==> src/rtl/pla_share_pkg.sv <==
// Shared constants for the PLA sharing controller: PLA vector widths and
// default requester count / result buffer depth.
package pla_share_pkg;

  localparam int unsigned PLA_IN_W       = 83;
  localparam int unsigned PLA_OUT_W      = 94;
  localparam int unsigned DEF_NUM_REQ    = 4;
  localparam int unsigned DEF_FIFO_DEPTH = 4;

endpackage

==> src/rtl/rr_arbiter.sv <==
// Round-robin grant selection: picks the first valid requester at or after
// rr_ptr, wrapping modulo NUM_REQ. Purely combinational.
module rr_arbiter
  import pla_share_pkg::*;
#(
  parameter  int unsigned NUM_REQ = DEF_NUM_REQ,
  localparam int unsigned IDX_W   = $clog2(NUM_REQ)
) (
  input  logic               enable,
  input  logic [NUM_REQ-1:0] valid,
  input  logic [IDX_W-1:0]   rr_ptr,
  output logic [NUM_REQ-1:0] grant_c,
  output logic [IDX_W-1:0]   idx_c
);

  logic [IDX_W-1:0] cand;
  logic             found;

  // Scan from rr_ptr upward; the first hit wins.
  always_comb begin
    grant_c = '0;
    idx_c   = '0;
    found   = 1'b0;
    cand    = '0;
    for (int unsigned k = 0; k < NUM_REQ; k++) begin
      cand = IDX_W'((32'(rr_ptr) + k) % NUM_REQ);
      if (enable && !found && valid[cand]) begin
        found         = 1'b1;
        grant_c[cand] = 1'b1;
        idx_c         = cand;
      end
    end
  end

endmodule

==> src/rtl/pla_share_ctrl.sv <==
// Time-shares one external combinational PLA among NUM_REQ requesters:
// round-robin accept, one-cycle evaluation stage, in-order result buffer.
module pla_share_ctrl
  import pla_share_pkg::*;
#(
  parameter  int unsigned NUM_REQ    = DEF_NUM_REQ,
  parameter  int unsigned IN_W       = PLA_IN_W,
  parameter  int unsigned OUT_W      = PLA_OUT_W,
  parameter  int unsigned FIFO_DEPTH = DEF_FIFO_DEPTH,
  localparam int unsigned IDX_W      = $clog2(NUM_REQ)
) (
  input  logic                    clk,
  input  logic                    rst,
  input  logic [NUM_REQ-1:0]      req_valid,
  output logic [NUM_REQ-1:0]      req_ready,
  input  logic [NUM_REQ*IN_W-1:0] req_data,
  output logic [IN_W-1:0]         pla_in,
  input  logic [OUT_W-1:0]        pla_out,
  output logic                    rsp_valid,
  input  logic                    rsp_ready,
  output logic [IDX_W-1:0]        rsp_id,
  output logic [OUT_W-1:0]        rsp_data,
  output logic                    busy
);

  localparam int unsigned PTR_W = $clog2(FIFO_DEPTH);
  localparam int unsigned CNT_W = PTR_W + 1;
  localparam int unsigned OCC_W = CNT_W + 1;

  logic [IDX_W-1:0] rr_ptr_q, rr_ptr_d;
  logic [IN_W-1:0]  pla_in_q, pla_in_d;
  logic             stg_vld_q, stg_vld_d;
  logic [IDX_W-1:0] stg_id_q, stg_id_d;
  logic [PTR_W-1:0] wr_ptr_q, wr_ptr_d;
  logic [PTR_W-1:0] rd_ptr_q, rd_ptr_d;
  logic [CNT_W-1:0] cnt_q, cnt_d;
  logic [IDX_W-1:0] id_mem_q   [FIFO_DEPTH];
  logic [IDX_W-1:0] id_mem_d   [FIFO_DEPTH];
  logic [OUT_W-1:0] data_mem_q [FIFO_DEPTH];
  logic [OUT_W-1:0] data_mem_d [FIFO_DEPTH];

  logic [IN_W-1:0]    req_vec [NUM_REQ];
  logic [NUM_REQ-1:0] grant_c;
  logic [IDX_W-1:0]   gnt_idx_c;
  logic               space_c;
  logic               xfer_c;
  logic               push_c;
  logic               pop_c;

  for (genvar g = 0; g < NUM_REQ; g++) begin : g_slice
    assign req_vec[g] = req_data[g*IN_W +: IN_W];
  end

  // The in-flight stage reserves a buffer slot so a push can never overflow.
  assign space_c = (OCC_W'(cnt_q) + OCC_W'(stg_vld_q)) < OCC_W'(FIFO_DEPTH);

  rr_arbiter #(
    .NUM_REQ (NUM_REQ)
  ) u_arb (
    .enable  (space_c & ~rst),
    .valid   (req_valid),
    .rr_ptr  (rr_ptr_q),
    .grant_c (grant_c),
    .idx_c   (gnt_idx_c)
  );

  assign req_ready = grant_c;
  assign xfer_c    = |(req_valid & grant_c);
  assign push_c    = stg_vld_q;
  assign rsp_valid = (cnt_q != '0);
  assign pop_c     = rsp_valid & rsp_ready;

  always_comb begin
    rr_ptr_d   = rr_ptr_q;
    pla_in_d   = pla_in_q;
    stg_vld_d  = xfer_c;
    stg_id_d   = stg_id_q;
    wr_ptr_d   = wr_ptr_q;
    rd_ptr_d   = rd_ptr_q;
    id_mem_d   = id_mem_q;
    data_mem_d = data_mem_q;
    if (xfer_c) begin
      pla_in_d = req_vec[gnt_idx_c];
      stg_id_d = gnt_idx_c;
      rr_ptr_d = (gnt_idx_c == IDX_W'(NUM_REQ - 1)) ? '0 : gnt_idx_c + IDX_W'(1);
    end
    // The PLA result for last cycle's accept is valid now; capture it.
    if (push_c) begin
      id_mem_d[wr_ptr_q]   = stg_id_q;
      data_mem_d[wr_ptr_q] = pla_out;
      wr_ptr_d             = wr_ptr_q + PTR_W'(1);
    end
    if (pop_c) begin
      rd_ptr_d = rd_ptr_q + PTR_W'(1);
    end
    cnt_d = cnt_q + CNT_W'(push_c) - CNT_W'(pop_c);
  end

  always_ff @(posedge clk or posedge rst) begin
    if (rst) begin
      rr_ptr_q  <= '0;
      pla_in_q  <= '0;
      stg_vld_q <= 1'b0;
      stg_id_q  <= '0;
      wr_ptr_q  <= '0;
      rd_ptr_q  <= '0;
      cnt_q     <= '0;
    end else begin
      rr_ptr_q  <= rr_ptr_d;
      pla_in_q  <= pla_in_d;
      stg_vld_q <= stg_vld_d;
      stg_id_q  <= stg_id_d;
      wr_ptr_q  <= wr_ptr_d;
      rd_ptr_q  <= rd_ptr_d;
      cnt_q     <= cnt_d;
    end
  end

  // Buffer storage needs no reset; its contents are masked while empty.
  always_ff @(posedge clk) begin
    id_mem_q   <= id_mem_d;
    data_mem_q <= data_mem_d;
  end

  assign pla_in   = pla_in_q;
  assign rsp_id   = rsp_valid ? id_mem_q[rd_ptr_q]   : '0;
  assign rsp_data = rsp_valid ? data_mem_q[rd_ptr_q] : '0;
  assign busy     = stg_vld_q | rsp_valid;

endmodule

==> config.mk <==
export PLATFORM = sky130hd
export DESIGN_NAME = pla_share_ctrl
export DESIGN_NICKNAME = d
export VERILOG_FILES = /design/src/rtl/pla_share_pkg.sv /design/src/rtl/rr_arbiter.sv /design/src/rtl/pla_share_ctrl.sv
export SDC_FILE = /design/constraint.sdc
export NUM_CORES = 1
export LEC_CHECK = 0
export BUFFER_PORTS_ARGS = -buffer_cell sky130_fd_sc_hd__buf_2
export CAP_MARGIN = 20
export CORE_AREA = 8 8 235 237
export DETAILED_ROUTE_END_ITERATION = 10
export DIE_AREA = 0 0 243 245
export PLACE_DENSITY = 0.7
export SLEW_MARGIN = 10
export SYNTH_ARGS = -nofsm -noshare
export SYNTH_HDL_FRONTEND = slang
export SYNTH_SLANG_ARGS = --single-unit
==> constraint.sdc <==
create_clock -name clk -period 8.7 [get_ports clk]
set_clock_uncertainty 0.1 [all_clocks]
set_input_delay 2.175 -clock clk [delete_from_list [all_inputs] [get_ports clk]]
set_output_delay 2.175 -clock clk [all_outputs]
set_load 0.005 [all_outputs]
==> results_tabular.tex, run 1 <==
\begin{tabular}{lr}
\hline
Metric & Value \\
\hline
\multicolumn{2}{l}{\textbf{Run status}} \\
Run status & complete, no violations \\
\multicolumn{2}{l}{\textbf{Layout}} \\
Multi-input gate area & roughly 8600 sq um \\
Nets & approximately 2600 \\
Final Cell Area & between 20000 and 30000 sq um \\
Area growth from synthesis to final layout & 22.6\% \\
Count of fill cells added during filler insertion & approximately 4400 \\
Final core utilization & roughly 55\% \\
Total area of sequential cells & 13900 sq um \\
Number of non-filler instances in the completed layout & approximately 2900 \\
Ratio of cells with drive above 1 in the final layout & between 30\% and 40\% \\
\multicolumn{2}{l}{\textbf{Timing}} \\
Count of final hold-check violations & 0 \\
Max Transition Viols Final & 0 \\
Post-Route Setup TNS & 0 ps \\
Measured slew at the worst slew-check pin & between 1000 and 1500 ps \\
Maximum clock rate & 163 MHz \\
Post-layout min period & 6140 ps \\
Unrepaired setup endpoints after global routing & no \\
Fraction of the cycle the final worst path needs & between 70\% and 80\% \\
Max-slew headroom at the worst pin & between 15 and 20\% \\
Setup violations, final & 0 \\
\multicolumn{2}{l}{\textbf{Hold path}} \\
Worst hold start & pla\_in[37]\$\_DFFE\_PP0P\_ \\
Worst Hold Endpoint & pla\_in[37]\$\_DFFE\_PP0P\_ \\
Hold Path Cell Cnt & 1 \\
Type of the worst min-delay path & reg -> reg \\
\multicolumn{2}{l}{\textbf{Critical path}} \\
Critical setup path kind & in -> out \\
Highest fanout seen on the critical path & 11 \\
Critical path arrival & 3860 ps \\
CP startpoint kind & input port \\
Destination of the worst register-to-register timing path & pla\_in[28]\$\_DFFE\_PP0P\_ \\
Most repeated library cell on the critical path & sky130\_fd\_sc\_hd\_\_buf\_2 \\
Worst setup slack for register-to-register paths & between 3000 and 4000 ps \\
Critical path endpoint category & output port \\
Worst-path cell chain & buf\_2 -> o32ai\_2 -> and3\_1 -> a22oi\_1 -> nand2\_1 -> buf\_2 \\
CP Buf/Inv Count & 2 \\
Worst reg2reg startpoint & rr\_ptr\_q[0]\$\_DFFE\_PP0P\_ \\
Family with the most delay on the worst path & compound AO/OA/AOI/OAI gates \\
CP max stage delay & around 850 ps \\
Data required time at the worst endpoint & 6430 ps \\
Master of the slowest instance on the critical path & sky130\_fd\_sc\_hd\_\_o32ai\_2 \\
Length in cells of the worst reg-to-reg path & 10 \\
\multicolumn{2}{l}{\textbf{Synth}} \\
Register bit total from synthesis & 479 \\
Adder and majority gate portion of the synthesized area & less than 1\% \\
Yosys warning total & 0 \\
Synth Area in Compound Gates & around 16\% \\
Multiplexer share of the synthesized area & a little over an eighth \\
Post-synth ARST share & 19.8\% \\
Basic-gate share of the synthesized area counting and, or, nand and nor cells & slightly above 6\% \\
Dominant combinational cell family by area after synthesis & compound AO/OA/AOI/OAI gates \\
Number of enable-type register cells in the synthesized netlist & around 380 \\
Average footprint of a synthesized cell & 14.3 sq um \\
Instance count of the mapped netlist & about 1600 \\
Fraction of synthesized cell area in xor and xnor cells & less than 1\% \\
Leading register cell type out of synthesis & sky130\_fd\_sc\_hd\_\_edfxtp\_1 \\
Fraction of the yosys area taken by sequential cells & about three fifths \\
Mapped Nets & 2073 \\
Mapped Area & 23300 sq um \\
Post-synth cell types & 54 \\
\multicolumn{2}{l}{\textbf{Pwr}} \\
Static power due to leakage & $\sim$11 nW \\
Final total power & 0.00960 W \\
Worst VDD drop & 0.264 mV \\
Pwr/cell area & between 300 and 400 nW/um\^{}2 \\
\multicolumn{2}{l}{\textbf{Detailed routing}} \\
Sum of routed wire length over all layers & $\sim$83 mm \\
DR iter-0 viols & between 1000 and 1500 \\
WL per Instance & between 20 and 30 um \\
Residual antenna-violating net count after detailed routing & 0 \\
First drt pass iteration count & 5 \\
Number of vias in the routed layout & roughly 18000 \\
Average via count per standard cell & 6.22 \\
Count of unresolved DRC violations after routing & 0 \\
\multicolumn{2}{l}{\textbf{CTS}} \\
CTS-repair resized insts & 0 \\
Post-CTS setup buffer count & 0 \\
Level count of the clock H-tree & 2 \\
Clock tree root buffer cell & sky130\_fd\_sc\_hd\_\_clkbuf\_16 \\
TritonCTS clock tree & done \\
Inserted Clock Buffers & 51 \\
Clock net sink count & 479 \\
CTS clk-pin slew, worst paths & around 60 ps \\
Hold buffer count at cts & 0 \\
Longest Clk Path Bufs & 3 \\
Source-to-sink clock delay at the later pin of the worst-skew pair & just under 600 ps \\
\multicolumn{2}{l}{\textbf{Floorplanning}} \\
Starting utilization of the core area & $\sim$45\% \\
Die W & 243 um \\
Floorplan die area & roughly 60000 sq um \\
Vertical die dimension & about 250 um \\
Top-level port count & approximately 620 \\
Count of standard-cell rows & 84 \\
Placeable core region & slightly above 50000 sq um \\
\multicolumn{2}{l}{\textbf{GRT}} \\
Maximum number of pins on one net before global-route repair & 217 \\
Antenna violations before repair & between 70 and 80 \\
Via count of the first global-routing pass & between 15000 and 20000 \\
Global-route congestion overflow total & 0 \\
Total global-route track usage & 26.7\% \\
First-pass GRT wire length & $\sim$120 mm \\
\multicolumn{2}{l}{\textbf{Place}} \\
Cell count after placement & 2789 \\
Last weighted congestion value of the routability-driven placer & approximately 0.99 \\
Count of input and output buffers & about 620 \\
Instance area after placement & between 20000 and 30000 sq um \\
Detailed placement HPWL & a little under 60 mm \\
\multicolumn{2}{l}{\textbf{Job}} \\
Max-cap violations & 0 \\
\hline
\end{tabular}
-- sequential cells by signal, summed over array words and instances, names as in the netlist --
register,cells
rd_ptr_q,2
data_mem_q,376
cnt_q,3
rr_ptr_q,2
pla_in,83
push_c,1
id_mem_q,8
wr_ptr_q,2
stg_id_q,2
-- metrics by stage --
stage	setup WS, ps	hold WS, ps
6_report	2560	409
3_3_place_gp	2590	389
4_1_cts	2560	410
2_1_floorplan	2950	376
5_1_grt	2430	419
3_5_place_dp	2550	392
-- cell usage after synthesis, drive strengths merged (2+ instances only) --
library cell | n | area share [%]
edfxtp | 384 | 49
and2 | 106 | 2.8
mux4 | 100 | 9.7
o21ai | 96 | 2.1
dfrtp | 95 | 10
a21oi | 86 | 1.8
clkbuf | 85 | 1.4
o211ai | 84 | 2.7
mux2i | 83 | 3.6
or3 | 83 | 2.2
a211oi | 82 | 2.6
a221oi | 82 | 3.1
o22a | 82 | 3.1
buf | 76 | 2.0
inv | 17 | 0.27
ha | 15 | 0.81
nand2 | 15 | 0.24
nand2b | 6 | 0.16
a22oi | 5 | 0.16
nand3b | 4 | 0.13
nor2 | 4 | 0.086
nor3b | 4 | 0.13
xor2 | 3 | 0.11
a31oi | 2 | 0.054
and3 | 2 | 0.054
xnor2 | 2 | 0.075
-- how the worst max path moves through the flow --
stage | from | cells past startpoint | endpoint | slack [ps]
after CTS | rst | 6 | req_ready[2] | 2560
after global routing | rst | 6 | req_ready[2] | 2430
after detailed placement | rst | 6 | req_ready[2] | 2550
after floorplan | req_valid[0] | 5 | req_ready[1] | 2950
final | rst | 6 | req_ready[2] | 2560
after global placement | rst | 6 | req_ready[0] | 2590
-- where the power goes --
group | switching [W] | leakage, nW | internal [W]
Clock | 0.000904 | 0.830 | 0.00131
Combinational | 0.00234 | 5.41 | 0.00185
Sequential | 0.000303 | 4.53 | 0.00289
-- per-layer routing --
| metal | vias up | GRT usage (%) | wire [um] |
|---|---|---|---|
| li1 | 7781 | - | - |
| met1 | 9271 | 32.7 | 31200 |
| met2 | 990 | 42.6 | 39700 |
| met3 | 236 | 8.25 | 8100 |
| met4 | 26 | 13.3 | 4270 |
| met5 | - | 0 | 145 |
-- cells by family after synthesis --
logic type / count (synthesis)
mux: 184
flops: 479
fa+ha+maj: 16
compound gates: 533
buf+inv: 178
xor+xnor: 5
simple gates: 229
-- cell usage in the layout (no fill, tap or decap), types with 3 or more instances in the layout --
cell                           n
sky130_fd_sc_hd__mux4_2      100
sky130_fd_sc_hd__nand3b_1      4
sky130_fd_sc_hd__buf_2       617
sky130_fd_sc_hd__o22a_1       82
sky130_fd_sc_hd__nand2_1      15
sky130_fd_sc_hd__or3_1        82
sky130_fd_sc_hd__xor2_1        3
sky130_fd_sc_hd__o21ai_0      82
sky130_fd_sc_hd__clkbuf_16    51
sky130_fd_sc_hd__o21ai_4       3
sky130_fd_sc_hd__bufinv_16     8
sky130_fd_sc_hd__clkinvlp_4    4
sky130_fd_sc_hd__dfrtp_1      93
sky130_fd_sc_hd__buf_4        19
sky130_fd_sc_hd__inv_1        16
sky130_fd_sc_hd__a211oi_1     82
sky130_fd_sc_hd__nor3b_1       4
sky130_fd_sc_hd__o211ai_1     84
sky130_fd_sc_hd__o21ai_1      11
sky130_fd_sc_hd__diode_2      60
sky130_fd_sc_hd__a221oi_1     82
sky130_fd_sc_hd__clkinv_1      9
sky130_fd_sc_hd__clkbuf_1      4
sky130_fd_sc_hd__nand2b_1      6
sky130_fd_sc_hd__mux2i_1      83
sky130_fd_sc_hd__clkinv_2     12
sky130_fd_sc_hd__a22oi_1       5
sky130_fd_sc_hd__edfxtp_1    384
sky130_fd_sc_hd__a21oi_1      86
sky130_fd_sc_hd__ha_1         15
sky130_fd_sc_hd__and2_1      102
sky130_fd_sc_hd__and2_4        4
-- final cells by class --
| cell class | count | share of cell area [%] |
|---|---|---|
| flip-flops and latches | 479 | 48.7 |
| multi-input cells | 967 | 30.1 |
| repair buffers | 638 | 11.4 |
| clock buffers | 55 | 4.52 |
| well taps | 688 | 3.01 |
| clock inverters | 37 | 1.45 |
| diodes | 60 | 0.525 |
| inverters | 17 | 0.232 |
Power figures use the tool's default switching activity.
==> run 2, diff against run 1 <==
- ABC_AREA: default -> 1
- CORE_AREA: 8 8 235 237 -> 8 8 236 238
- DIE_AREA: 0 0 243 245 -> 0 0 244 246
- PLACE_DENSITY: 0.7 -> 0.73
- clock period: 8.7 -> 5.6 ns (I/O delays scaled with it)
==> run 2 against run 1 <==
Against the previous run:
- clock power up 35%
- sequential power grew 54%
- power up 46%
==> results_tabular.tex, run 2 <==
\begin{tabular}{lr}
\hline
Metric & Value \\
\hline
\multicolumn{2}{l}{\textbf{Run status}} \\
Run status & complete, no violations \\
\multicolumn{2}{l}{\textbf{GRT}} \\
Met1 Use GR & 30.8\% (-2.0 points) \\
Global Route met3 Usage & 6.91\% (-1.3 points) \\
First-pass GRT wire length & 117 mm (-2.6\%) \\
Via count of the first global-routing pass & 19200 (+5.2\%) \\
Total global-route track usage & 25.3\% (-1.3 points) \\
Global-route congestion overflow total & 0 (unchanged) \\
Antenna violations before repair & 55 (-24\%) \\
GR met2 Demand/Resource & 41.9\% (-0.67 points) \\
Gr busiest metal & met2 \\
Maximum number of pins on one net before global-route repair & 194 (-11\%) \\
\multicolumn{2}{l}{\textbf{Layout}} \\
Top reg by flops & data\_mem\_q \\
Final core utilization & 54.5\% (-0.76 points) \\
Area growth from synthesis to final layout & 21.7\% \\
Most common cell after layout, fill and taps aside & sky130\_fd\_sc\_hd\_\_buf\_2 \\
Leading cell types in the layout, fill and taps excluded & sky130\_fd\_sc\_hd\_\_buf\_2, sky130\_fd\_sc\_hd\_\_nand2\_1, sky130\_fd\_sc\_hd\_\_nor2\_1, sky130\_fd\_sc\_hd\_\_edfxtp\_1, sky130\_fd\_sc\_hd\_\_inv\_1 \\
Ratio of cells with drive above 1 in the final layout & 23.0\% (-15 points) \\
Flip-flop count of the largest register after layout & 376 (unchanged) \\
Nets & 3617 (+39\%) \\
\multicolumn{2}{l}{\textbf{Pwr}} \\
Cell Int Power & 0.00831 W (+37\%) \\
Static power due to leakage & 13.4 nW (+24\%) \\
Pwr/cell area & 493 nW/um\^{}2 (+47\%) \\
Switching Share & 40.6\% (+3.7 points) \\
Power share of the clock group & 21.3\% (-1.8 points) \\
Combinational power share & 43.6\% (about the same) \\
Worst VDD drop & 0.430 mV (+63\%) \\
Switching power & 0.00568 W (+60\%) \\
Sequential group share of total power & 35.0\% (+1.7 points) \\
\multicolumn{2}{l}{\textbf{Critical path}} \\
Most repeated library cell on the critical path & sky130\_fd\_sc\_hd\_\_nand3\_1 \\
Worst-path cell chain & inv\_4 -> ha\_1 -> inv\_1 -> nand3\_1 -> nand2\_1 -> nor2\_2 -> nand4\_1 -> nand3\_1 -> buf\_2 \\
Critical setup path kind & reg -> out \\
Length in cells of the worst reg-to-reg path & 15 (+5) \\
Master of the slowest instance on the critical path & sky130\_fd\_sc\_hd\_\_dfrtp\_1 \\
CP startpoint kind & register \\
Data required time at the worst endpoint & 4100 ps (-2330 ps) \\
Highest fanout seen on the critical path & 11 (unchanged) \\
Worst reg2reg startpoint & rr\_ptr\_q[0]\$\_DFFE\_PP0P\_ \\
CP max stage delay & 680 ps (-170 ps) \\
Worst setup slack for register-to-register paths & 1710 ps (-1520 ps) \\
Critical path endpoint category & output port \\
Critical path arrival & 2960 ps (-900 ps) \\
Destination of the worst register-to-register timing path & pla\_in[56]\$\_DFFE\_PP0P\_ \\
\multicolumn{2}{l}{\textbf{Place}} \\
Count of input and output buffers & 617 (unchanged) \\
Detailed placement HPWL & 55.2 mm (-5.3\%) \\
Last weighted congestion value of the routability-driven placer & 0.987 (-0.28\%) \\
\multicolumn{2}{l}{\textbf{Synth}} \\
Instance count of the mapped netlist & 2645 (+63\%) \\
Post-synth ARST share & 19.8\% (unchanged) \\
Register bit total from synthesis & 479 (unchanged) \\
Ranking of synthesized cells by instance count & sky130\_fd\_sc\_hd\_\_nand2\_1, sky130\_fd\_sc\_hd\_\_nor2\_1, sky130\_fd\_sc\_hd\_\_edfxtp\_1 \\
Average footprint of a synthesized cell & 8.80 sq um (-39\%) \\
Yosys warning total & 0 (unchanged) \\
Share of the synthesized area in the top cell type & 49.5\% (about the same) \\
Mapped Nets & 3094 (+49\%) \\
Cell with the most instances after synthesis & sky130\_fd\_sc\_hd\_\_nand2\_1 \\
Synth area leaders & sky130\_fd\_sc\_hd\_\_edfxtp\_1, sky130\_fd\_sc\_hd\_\_dfrtp\_1, sky130\_fd\_sc\_hd\_\_nand2\_1 \\
Leading register cell type out of synthesis & sky130\_fd\_sc\_hd\_\_edfxtp\_1 \\
Fraction of the yosys area taken by sequential cells & 59.7\% (about the same) \\
Cell taking the most area after synthesis & sky130\_fd\_sc\_hd\_\_edfxtp\_1 \\
Mapped Area & 23300 sq um (about the same) \\
Number of enable-type register cells in the synthesized netlist & 384 (unchanged) \\
Post-synth cell types & 30 (-44\%) \\
\multicolumn{2}{l}{\textbf{Timing}} \\
Max Transition Viols Final & 0 (unchanged) \\
Measured slew at the worst slew-check pin & 1120 ps (-144 ps) \\
Maximum clock rate & 224 MHz \\
Post-Route Setup TNS & 0 ps (unchanged) \\
Count of final hold-check violations & 0 (unchanged) \\
Setup violations, final & 0 (unchanged) \\
Fraction of the cycle the final worst path needs & slightly below 80\% \\
Max-slew headroom at the worst pin & 25.6\% (+9.6 points) \\
Post-layout min period & 4460 ps \\
Unrepaired setup endpoints after global routing & no \\
\multicolumn{2}{l}{\textbf{Detailed routing}} \\
First drt pass iteration count & 5 (unchanged) \\
Count of unresolved DRC violations after routing & 0 (unchanged) \\
Number of vias in the routed layout & 20200 (+11\%) \\
Sum of routed wire length over all layers & 79.7 mm (-4.6\%) \\
WL per Instance & 20.3 um (-29\%) \\
Residual antenna-violating net count after detailed routing & 0 (unchanged) \\
DR iter-0 viols & 1573 (+12\%) \\
Average via count per standard cell & 5.15 (-17\%) \\
\multicolumn{2}{l}{\textbf{CTS}} \\
Clock net sink count & 479 (unchanged) \\
CTS clk-pin slew, worst paths & 60 ps (about the same) \\
CTS-repair resized insts & 0 (unchanged) \\
TritonCTS clock tree & done \\
Clock tree root buffer cell & sky130\_fd\_sc\_hd\_\_clkbuf\_16 \\
Source-to-sink clock delay at the later pin of the worst-skew pair & 570 ps (about the same) \\
Level count of the clock H-tree & 2 (unchanged) \\
Longest Clk Path Bufs & 3 (unchanged) \\
Inserted Clock Buffers & 47 (-7.8\%) \\
Hold buffer count at cts & 0 (unchanged) \\
Post-CTS setup buffer count & 0 (unchanged) \\
\multicolumn{2}{l}{\textbf{Floorplanning}} \\
Floorplan die area & 60000 sq um (+0.82\%) \\
Count of standard-cell rows & 84 (unchanged) \\
Die W & 244 um (+0.41\%) \\
Vertical die dimension & 246 um (+0.41\%) \\
Starting utilization of the core area & 44.8\% (-0.29 points) \\
Placeable core region & 52000 sq um (+0.61\%) \\
Top-level port count & 618 (unchanged) \\
\multicolumn{2}{l}{\textbf{Hold path}} \\
Worst hold start & pla\_in[39]\$\_DFFE\_PP0P\_ \\
Hold Path Cell Cnt & 2 (+1) \\
Type of the worst min-delay path & reg -> reg \\
Worst Hold Endpoint & pla\_in[39]\$\_DFFE\_PP0P\_ \\
\multicolumn{2}{l}{\textbf{Job}} \\
Max-cap violations & 0 (unchanged) \\
\hline
\end{tabular}
run 2: cell type report:
type | count | area, sq um
Fill cell | 4735 | 23700
Multi-Input combinational cell | 1636 | 7290
Timing Repair Buffer | 641 | 3370
Clock inverter | 24 | 201
Inverter | 363 | 1380
Clock buffer | 58 | 1240
Tap cell | 688 | 861
Antenna cell | 39 | 97.6
Sequential cell | 479 | 13900
run 2: logic make-up after synthesis:
| family | count (synthesis) | share of synthesized area [%] |
|---|---|---|
| adders and majority gates | 16 | 0.892 |
| DFF | 479 | 59.7 |
| xor gates and xnor gates | 4 | 0.150 |
| buffers and inverters | 530 | 9.22 |
| and+or+nand+nor | 1324 | 23.7 |
| AOI/OAI and AO/OA | 292 | 6.32 |
run 2: routing by layer:
metal	wire, um	vias up	share of wire (%)
li1	-	9633	-
met1	29700	9467	37
met2	38500	920	48
met3	7530	191	9.4
met4	3730	30	4.7
met5	181	-	0.23
run 2: worst max path at each step:
| stage | from | to | slack, ps | cells past startpoint |
|---|---|---|---|---|
| final | rr_ptr_q[0]$_DFFE_PP0P_ | req_ready[0] | 1140 | 9 |
| after global routing | rr_ptr_q[0]$_DFFE_PP0P_ | req_ready[1] | 920 | 9 |
| after floorplan | rst | req_ready[0] | 450 | 8 |
| after detailed placement | req_valid[1] | req_ready[1] | 1410 | 11 |
| after global placement | req_valid[1] | req_ready[3] | 1410 | 11 |
| after CTS | rr_ptr_q[0]$_DFFE_PP0P_ | req_ready[2] | 1130 | 9 |
run 2: through the flow:
| stage | cells | setup WS [ps] | power, W | instance area (sq um) | hold WS [ps] |
|---|---|---|---|---|---|
| 3_3_place_gp | 3807 | 1410 | 0.0110 | 26800 | 357 |
| 3_5_place_dp | 3807 | 1410 | 0.0110 | 26800 | 360 |
| 2_1_floorplan | 2645 | 445 | 0.00865 | 23300 | 372 |
| 5_1_grt | 3911 | 916 | 0.0149 | 28300 | 395 |
| 6_report | 3928 | 1140 | 0.0140 | 28400 | 375 |
| 4_1_cts | 3889 | 1130 | 0.0141 | 28300 | 376 |
run 2: worst max-delay path, delay by kind of cell, from the launching register on:
family	cells	cell delay, ps
adder cells (fa/ha/maj)	1	490
buffers and inverters	3	440
AND/OR/NAND/NOR	5	780
flip-flops	1	680
run 2: power groups by stage:
stage          logic [W]  registers [W]  clock network [W]
2_1_floorplan    0.00380        0.00485                  0
3_3_place_gp     0.00603        0.00495                  0
3_5_place_dp     0.00611        0.00494                  0
4_1_cts          0.00612        0.00489            0.00305
5_1_grt          0.00680        0.00496            0.00317
6_report         0.00610        0.00490            0.00299
